### src/rtl/matmul_sequencer.sv
// matmul_sequencer: job sequencer driving fill/drain/active strobes and lane base addresses of the systolic array
//   clk, reset (async, active-high); start + num_tiles/weight_base/input_base/output_base job request
//   mem_to_fifo_done, fifo_to_arr_done, output_done: phase completion from the array top
//   fill_fifo, drain_fifo, active: 1-cycle strobes; *_addr_base: per-lane replicated bases
//   tile_idx, busy, done (pulse), error (sticky timeout)
module matmul_sequencer #(
  parameter int WIDTH_HEIGHT = 16,
  parameter int TIMEOUT = 1024
) (
  input  logic clk,
  input  logic reset,
  input  logic start,
  input  logic [7:0] num_tiles,
  input  logic [7:0] weight_base,
  input  logic [7:0] input_base,
  input  logic [7:0] output_base,
  input  logic mem_to_fifo_done,
  input  logic fifo_to_arr_done,
  input  logic output_done,
  output logic fill_fifo,
  output logic drain_fifo,
  output logic active,
  output logic [WIDTH_HEIGHT*8-1:0] weightMem_rd_addr_base,
  output logic [WIDTH_HEIGHT*8-1:0] inputMem_rd_addr_base,
  output logic [WIDTH_HEIGHT*8-1:0] outputMem_wr_addr_base,
  output logic [7:0] tile_idx,
  output logic busy,
  output logic done,
  output logic error
);
  typedef enum logic [3:0] {IDLE, FILL, FILL_WAIT, DRAIN, DRAIN_WAIT, COMPUTE, COMPUTE_WAIT, NEXT, FINISH, ERR} state_t;
  localparam logic [7:0] STEP = 8'(WIDTH_HEIGHT);
  localparam logic [15:0] LAST = 16'(TIMEOUT - 1);
  state_t state;
  logic [7:0] n_tiles, w_base, in_base, out_base;
  logic [15:0] cnt;
  logic wait_done;
  assign weightMem_rd_addr_base = {WIDTH_HEIGHT{w_base}};
  assign inputMem_rd_addr_base = {WIDTH_HEIGHT{in_base}};
  assign outputMem_wr_addr_base = {WIDTH_HEIGHT{out_base}};
  always_comb
    wait_done = state == FILL_WAIT ? mem_to_fifo_done :
                state == DRAIN_WAIT ? fifo_to_arr_done :
                state == COMPUTE_WAIT ? output_done : 1'b0;
  // Strobes, done and busy are registered alongside the state they belong to,
  // so each is set on the transition into its state and cleared by default.
  always_ff @(posedge clk or posedge reset) begin
    if (reset) begin
      state <= IDLE;
      n_tiles <= '0;
      w_base <= '0;
      in_base <= '0;
      out_base <= '0;
      cnt <= '0;
      tile_idx <= '0;
      fill_fifo <= 1'b0;
      drain_fifo <= 1'b0;
      active <= 1'b0;
      busy <= 1'b0;
      done <= 1'b0;
      error <= 1'b0;
    end else begin
      fill_fifo <= 1'b0;
      drain_fifo <= 1'b0;
      active <= 1'b0;
      done <= 1'b0;
      case (state)
        IDLE, ERR: if (start) begin
          n_tiles <= num_tiles;
          w_base <= weight_base;
          in_base <= input_base;
          out_base <= output_base;
          tile_idx <= '0;
          error <= 1'b0;
          busy <= 1'b1;
          state <= num_tiles != 8'd0 ? FILL : FINISH;
          fill_fifo <= num_tiles != 8'd0;
          done <= num_tiles == 8'd0;
        end
        FILL: begin
          state <= FILL_WAIT;
          cnt <= '0;
        end
        DRAIN: begin
          state <= DRAIN_WAIT;
          cnt <= '0;
        end
        COMPUTE: begin
          state <= COMPUTE_WAIT;
          cnt <= '0;
        end
        FILL_WAIT, DRAIN_WAIT, COMPUTE_WAIT: begin
          if (wait_done) begin
            state <= state == FILL_WAIT ? DRAIN : state == DRAIN_WAIT ? COMPUTE : NEXT;
            drain_fifo <= state == FILL_WAIT;
            active <= state == DRAIN_WAIT;
          end else if (cnt == LAST) begin
            state <= ERR;
            error <= 1'b1;
            busy <= 1'b0;
          end else begin
            cnt <= cnt + 16'd1;
          end
        end
        // Bases advance by one array width per tile; 8-bit wrap is intended.
        NEXT: if (tile_idx == n_tiles - 8'd1) begin
          state <= FINISH;
          done <= 1'b1;
        end else begin
          tile_idx <= tile_idx + 8'd1;
          in_base <= in_base + STEP;
          out_base <= out_base + STEP;
          state <= COMPUTE;
          active <= 1'b1;
        end
        FINISH: begin
          state <= IDLE;
          busy <= 1'b0;
        end
        default: begin
          state <= IDLE;
          busy <= 1'b0;
        end
      endcase
    end
  end
endmodule

### config.mk
export PLATFORM = sky130hd
export DESIGN_NAME = matmul_sequencer
export DESIGN_NICKNAME = d
export VERILOG_FILES = /design/src/rtl/matmul_sequencer.sv
export SDC_FILE = /design/constraint.sdc
export NUM_CORES = 1
export LEC_CHECK = 0
export BUFFER_PORTS_ARGS = -buffer_cell sky130_fd_sc_hd__clkbuf_2
export CAP_MARGIN = 10
export CELL_PAD_IN_SITES_DETAIL_PLACEMENT = 1
export CELL_PAD_IN_SITES_GLOBAL_PLACEMENT = 1
export CORE_AREA = 2 2 172 174
export DETAILED_ROUTE_END_ITERATION = 10
export DIE_AREA = 0 0 174 176
export GPL_TIMING_DRIVEN = 0
export PLACE_DENSITY = 0.78
export REMOVE_ABC_BUFFERS = 1
export SYNTH_ARGS = -nofsm -noshare
export SYNTH_HDL_FRONTEND = slang
export SYNTH_SLANG_ARGS = --single-unit
### constraint.sdc
create_clock -name clk -period 2.2 [get_ports clk]
set_input_delay 0 -clock clk [delete_from_list [all_inputs] [get_ports clk]]
set_output_delay 0 -clock clk [all_outputs]
set_load 0.05 [all_outputs]
After elaboration in Yosys (flattened, before gate mapping). Index checks and enable logic that the tools add are counted.

Reduce and logical (&&, ||, !) cells: 16. Bitwise logic cells: 1. Mux-type cells: 41. Add/sub/neg operators: 5. Equal/unequal tests: 16.

Operators with widths (count): 8-bit 2-to-1 mux (6); 8-bit one-hot mux with 2 select lines (3); 16-bit 2-to-1 mux (2); 16-bit one-hot mux with 2 select lines (1); 4-bit one-hot mux with 6 select lines (1); 4-bit 2-to-1 mux (5); 1-bit 2-to-1 mux (17); 16-bit by 1-bit adder with 16-bit output (second input constant) (1); 8-bit by 5-bit adder with 8-bit output (second input constant) (2); 16-bit by 10-bit equality test with 1-bit output (second input constant) (1); 4-bit by 3-bit equality test with 1-bit output (second input constant) (4); 2-bit != test (second input constant) (5); 8-bit by 1-bit adder with 8-bit output (second input constant) (1); 4-bit by 2-bit equality test with 1-bit output (second input constant) (2); 8-bit equality test (1); 8-bit logical NOT (1); 4-bit AND reduction (2); 8-bit nonzero test (1); 8-bit by 1-bit subtractor with 8-bit output (second input constant) (1); 1-bit one-hot mux with 2 select lines (3); 3-bit AND reduction (2); 2-bit nonzero test (3); 3-bit OR reduction (2); 4-bit by 1-bit equality test with 1-bit output (second input constant) (1); 10 further kinds (11).

Flip-flop bits (word level): 66. Output and inout port bits: 398. Input port bits: 38.

Depth between registers and ports, before layout.
Depth in word-level cells: 6. Mapped depth: 9. Gate-level depth less buffers: 8.

Least setup slack after synthesis. OpenSTA, ideal clock, no wires.

Kind: flip-flop to flip-flop. Start: reg tile_idx[2]. End: reg in_base[6]. Cell stages (with the launch flop): 9. Buffers on the path: 2. Arrival time: 2.265 ns. Period minus slack after synthesis: 2.389 ns. Library setup time: 0.124 ns. Path slack: -0.189 ns. Required time: 2.076 ns. Cells stage by stage: dfrtp_1 > clkbuf_1 > xor2_1 > xnor2_1 > a32oi_1 > a2111oi_4 > buf_6 > nor4b_1 > a211o_1.

Word-level cells in the longest chain between the ends: 3.

RTL lines: start, declared (line 26) `output logic [7:0] tile_idx,`; start signal, assigned (line 110) `tile_idx <= tile_idx + 8'd1;`; 8-bit equality test (line 106) `NEXT: if (tile_idx == n_tiles - 8'd1) begin`; 2-bit != test (no line); 3-bit AND reduction (no line); end signal, assigned (line 71) `in_base <= input_base;`; end signal, assigned (line 111) `in_base <= in_base + STEP;`; end, declared (line 35) `logic [7:0] n_tiles, w_base, in_base, out_base;`.

No other way between the ends. A chain may end at the register's enable or synchronous reset.

Worst setup path in the final report.
Start: reg n_tiles[4]. End: reg tile_idx[1].

Word-level cells in the longest chain between the ends: 4.

RTL lines: start, declared (line 35); start signal, assigned (line 69) `n_tiles <= num_tiles;`; 8-bit by 1-bit subtractor with 8-bit output (line 106); 8-bit equality test (line 106); 2-bit != test (no line); 3-bit AND reduction (no line).

No other way between the ends.

==> results.md <==
- Core Util, Final: roughly 26%
- Min setup slack post-route: -0.2353 ns
- Count of flip-flops with a built-in enable after synthesis: 0
- Initial antenna violation count: 3
- Share of the clock period used by the worst path: 110.7%
- Outcome: finished with violations
- Share of the yosys chip area belonging to registers: a little over a quarter
- Worst-path fanout max: 3
- Detailed Routing Iterations Pass 1: 4
- Hold Crit Start: input_base[7]
- Die footprint: 0.03062 mm^2
- Mapped Avg Cell Area: about 8.3 um^2
- NumNets Final: between 900 and 1000
- CTS tree: built
- Series of cell instances along the critical path: or4_1, o21ai_1, o211ai_2, buf_4, a2111o_1, buf_6, a21oi_4, a32o_1
- Fin. Hold Viols: 0
- Overall track demand over capacity in global routing: 10.98%
- Synth Instances: 744
- Post-route cell area: roughly 0.0074 mm^2
- Arrival time at the worst endpoint: 2.70 ns
- Gpl congestion: around 0.81
- Number of max-slew violations in the final report: 0
- Chip Width: ~170 um
- Warning count from the yosys run: 0
- Number of primary I/O pins: approximately 440
- Inserted Clock Buffers: 9
- Drc violations: 0
- Clock Latency Late Sink: between 0.3 and 0.4 ns
- Reg2reg setup slack: -0.24 ns
- Proportion of synthesized area in mux cells: 0.6915%
- Type of the worst setup path: reg -> reg
- CTS root buf: sky130_fd_sc_hd__clkbuf_16
- Initial cell density of the core: ~22%
- RSZ-0062 raised after global routing: true
- Die extent in y: 176 um
- Count of vias placed by the detailed router: approximately 5000
- Type of element launching the critical path: flop
- Number of distinct standard cells referenced by the synthesized netlist: 49
- Vias per cell: just under 4
- Area grow syn2layout: 19.50%
- Xor and xnor fraction of the mapped netlist area: between 3 and 4%
- Drt first-iter violations: approximately 220
- Number of setup violations in the final report: 20
- Core Area: ~0.029 mm^2
- Number of global-route vias before repair: 4522
- Top cell family by delay on the critical path: compound AO/OA/AOI/OAI gates
- Row Count: 62
- Tightest slew margin relative to the limit: between 50 and 60%
- Highest attainable clock frequency: 410.6 MHz
- Complex-gate fraction of the synthesized area: a little under 8%
- Shortest period the worst path allows: between 2 and 2.5 ns
- Total half-perimeter wirelength after legalization and detailed placement: ~13 mm
- Total of max-cap violations: 0
- Combined area of all synthesized cells: around 0.0062 mm^2
- Clock-pin slew on the worst setup and hold paths: 0.06 ns
- Maximum number of pins on one net before global-route repair: 35
- Post-synth top flop: sky130_fd_sc_hd__dfrtp_1
- Critical Path Sink Type: flop
- Total congestion overflow: 0
- Cell at the slowest stage of the critical path: sky130_fd_sc_hd__or4_1
- Number of buffers added on ports: 435
- Critical Path Source: n_tiles[4]$_DFFE_PP0P_
- First-pass GRT wire length: around 26 mm
- Worst endpoint required time: between 2 and 2.5 ns
- Wire length per cell: 14.93 um
- Worst Skew: 0.006454 ns
- Flip-flop and latch count after synthesis: 66
- Setup tns final: -3.358 ns
- Max incr delay on CP: ~0.53 ns
- Worst reg2reg startpoint: n_tiles[4]$_DFFE_PP0P_
- Number of H-tree levels: 3
- Worst Setup Slack post-DPL: -1.012 ns
- Simple-gate share of the synthesized area: roughly 14%
- Proportion of register bits with asynchronous set or reset after synthesis: 100.0%
- Post-synthesis share of cell area spent on full adders, half adders and majority gates: approximately 1.2%
- Crit path buffers/inverters: 2
- Proportion of layout cells with a drive suffix above 1: ~62%
- Pin slew with the least headroom to its limit: around 0.7 ns
- Dominant combinational cell family by area after synthesis: buffers and inverters
- Bufs on Longest Clock Path: 2
- Violations in the final reports: negative setup slack
- Worst min-delay path class: in -> reg
- Final WL: 18.95 mm
- Number of clock sinks: 66
- Cell area reported after detailed placement: ~0.006 mm^2
- Count of antenna-violating nets left after detailed routing: 0
-- synth_stat cells (3+ instances only) --
library cell,count,area [um^2]
sky130_fd_sc_hd__xor2_1,15,131.4
sky130_fd_sc_hd__xnor2_1,10,87.58
sky130_fd_sc_hd__a21oi_1,16,80.08
sky130_fd_sc_hd__o2111ai_1,5,43.79
sky130_fd_sc_hd__nand3_1,14,70.07
sky130_fd_sc_hd__o21ai_1,4,20.02
sky130_fd_sc_hd__clkbuf_1,14,52.55
sky130_fd_sc_hd__nand4_1,9,56.30
sky130_fd_sc_hd__dfrtp_1,66,1652
sky130_fd_sc_hd__or3_1,5,31.28
sky130_fd_sc_hd__nor2_1,29,108.9
sky130_fd_sc_hd__buf_1,3,11.26
sky130_fd_sc_hd__inv_1,7,26.28
sky130_fd_sc_hd__nand2_1,98,367.9
sky130_fd_sc_hd__and3_1,4,25.02
sky130_fd_sc_hd__ha_1,5,62.56
sky130_fd_sc_hd__buf_4,360,2703
sky130_fd_sc_hd__o21ai_0,13,65.06
sky130_fd_sc_hd__a31oi_1,4,25.02
sky130_fd_sc_hd__nor3_1,4,20.02
sky130_fd_sc_hd__or4_1,5,37.54
sky130_fd_sc_hd__o31ai_1,6,45.04
sky130_fd_sc_hd__nor4_1,7,43.79
sky130_fd_sc_hd__nor4b_1,4,35.03
sky130_fd_sc_hd__a32o_1,4,40.04
-- registers in the layout, summed over array words and instances (netlist names), 4 cells and up --
name / count
w_base: 8
state: 4
out_base: 8
in_base: 8
tile_idx: 8
cnt: 16
n_tiles: 8
-- area by class of cell --
class	count	area (um^2)
sequential	66	1662
inverter	7	31.28
tap	384	480.5
timing repair buffer	502	2855
clock buffer	12	256.5
fill	3433	21200
multi-input combinational	293	2022
clock inverter	2	37.54
antenna	3	7.507
-- routing by layer --
metal | vias to the layer above | part of all wire, % | GRT usage (%)
met1 | 2314 | 40 | 12.77
li1 | 2344 | - | -
met2 | 229 | 53 | 20.02
met3 | 19 | 6.0 | 2.412
met5 | - | 0 | 0
met4 | 0 | 1.4 | 3.466
-- worst min-delay path: stages --
cell and delay [ns]:
sky130_fd_sc_hd__clkbuf_2 0.08, sky130_fd_sc_hd__nand2_1 0.04, sky130_fd_sc_hd__o31ai_1 0.06, sky130_fd_sc_hd__a32o_1 0.14
-- cell families after synthesis --
group | after synthesis
compound gates | 69
xor+xnor | 25
fa+ha+maj | 6
buf+inv | 385
flops | 66
mux | 4
simple gates | 189
-- cells in the final DEF, fill, tap and decap left out, types with 3 or more instances in the layout --
cell type and n:
sky130_fd_sc_hd__a32o_1 4, sky130_fd_sc_hd__nor3_1 3, sky130_fd_sc_hd__buf_6 8, sky130_fd_sc_hd__or3_1 4, sky130_fd_sc_hd__dfrtp_2 8, sky130_fd_sc_hd__or4_4 4
sky130_fd_sc_hd__nand4_1 9, sky130_fd_sc_hd__a21oi_1 7, sky130_fd_sc_hd__xnor2_1 8, sky130_fd_sc_hd__nor2_1 27, sky130_fd_sc_hd__o2111ai_2 4, sky130_fd_sc_hd__buf_4 20
sky130_fd_sc_hd__nand2_1 96, sky130_fd_sc_hd__a21oi_2 8, sky130_fd_sc_hd__nand3_1 12, sky130_fd_sc_hd__dfrtp_1 58, sky130_fd_sc_hd__dlygate4sd3_1 34, sky130_fd_sc_hd__ha_1 4
sky130_fd_sc_hd__o21ai_0 10, sky130_fd_sc_hd__a31oi_1 3, sky130_fd_sc_hd__inv_1 4, sky130_fd_sc_hd__o31ai_1 5, sky130_fd_sc_hd__clkbuf_16 9, sky130_fd_sc_hd__nor4_1 5
sky130_fd_sc_hd__xor2_1 14, sky130_fd_sc_hd__diode_2 3, sky130_fd_sc_hd__o21ai_2 3, sky130_fd_sc_hd__clkbuf_2 435, sky130_fd_sc_hd__o21ai_1 3
-- through the flow --
| step | cells | hold WS, ns |
|---|---|---|
| finish | 1269 | 0.02465 |
| global route | 1267 | 0.04757 |
| CTS | 1255 | 0.01100 |
| detailed placement | 1190 | 0.05017 |
| global placement | 1185 | 0.1945 |
| floorplan | 366 | 0.1054 |
-- worst paths after layout --
path	end	depth (start not counted)
min in group asynchronous	w_base[2]$_DFFE_PP0P_	3
max in group asynchronous	n_tiles[3]$_DFFE_PP0P_	4
min reg2reg	busy$_DFFE_PP0P_	1
max reg2reg	tile_idx[1]$_DFFE_PP0P_	8
max	tile_idx[1]$_DFFE_PP0P_	8
min	in_base[7]$_DFFE_PP0P_	4
-- timing repair --
action / CTS / global route
resized for setup: 45 / 37
endpoints found under the setup margin: 30 / 31
buffers inserted: 17 / 12
hold buffers: 34 / 0
hold endpoints to repair: 66 / 0
pin swaps: 17 / 23
Power is not shown: default switching activity piles up to over one toggle a cycle in this logic, so the estimate is an artifact.
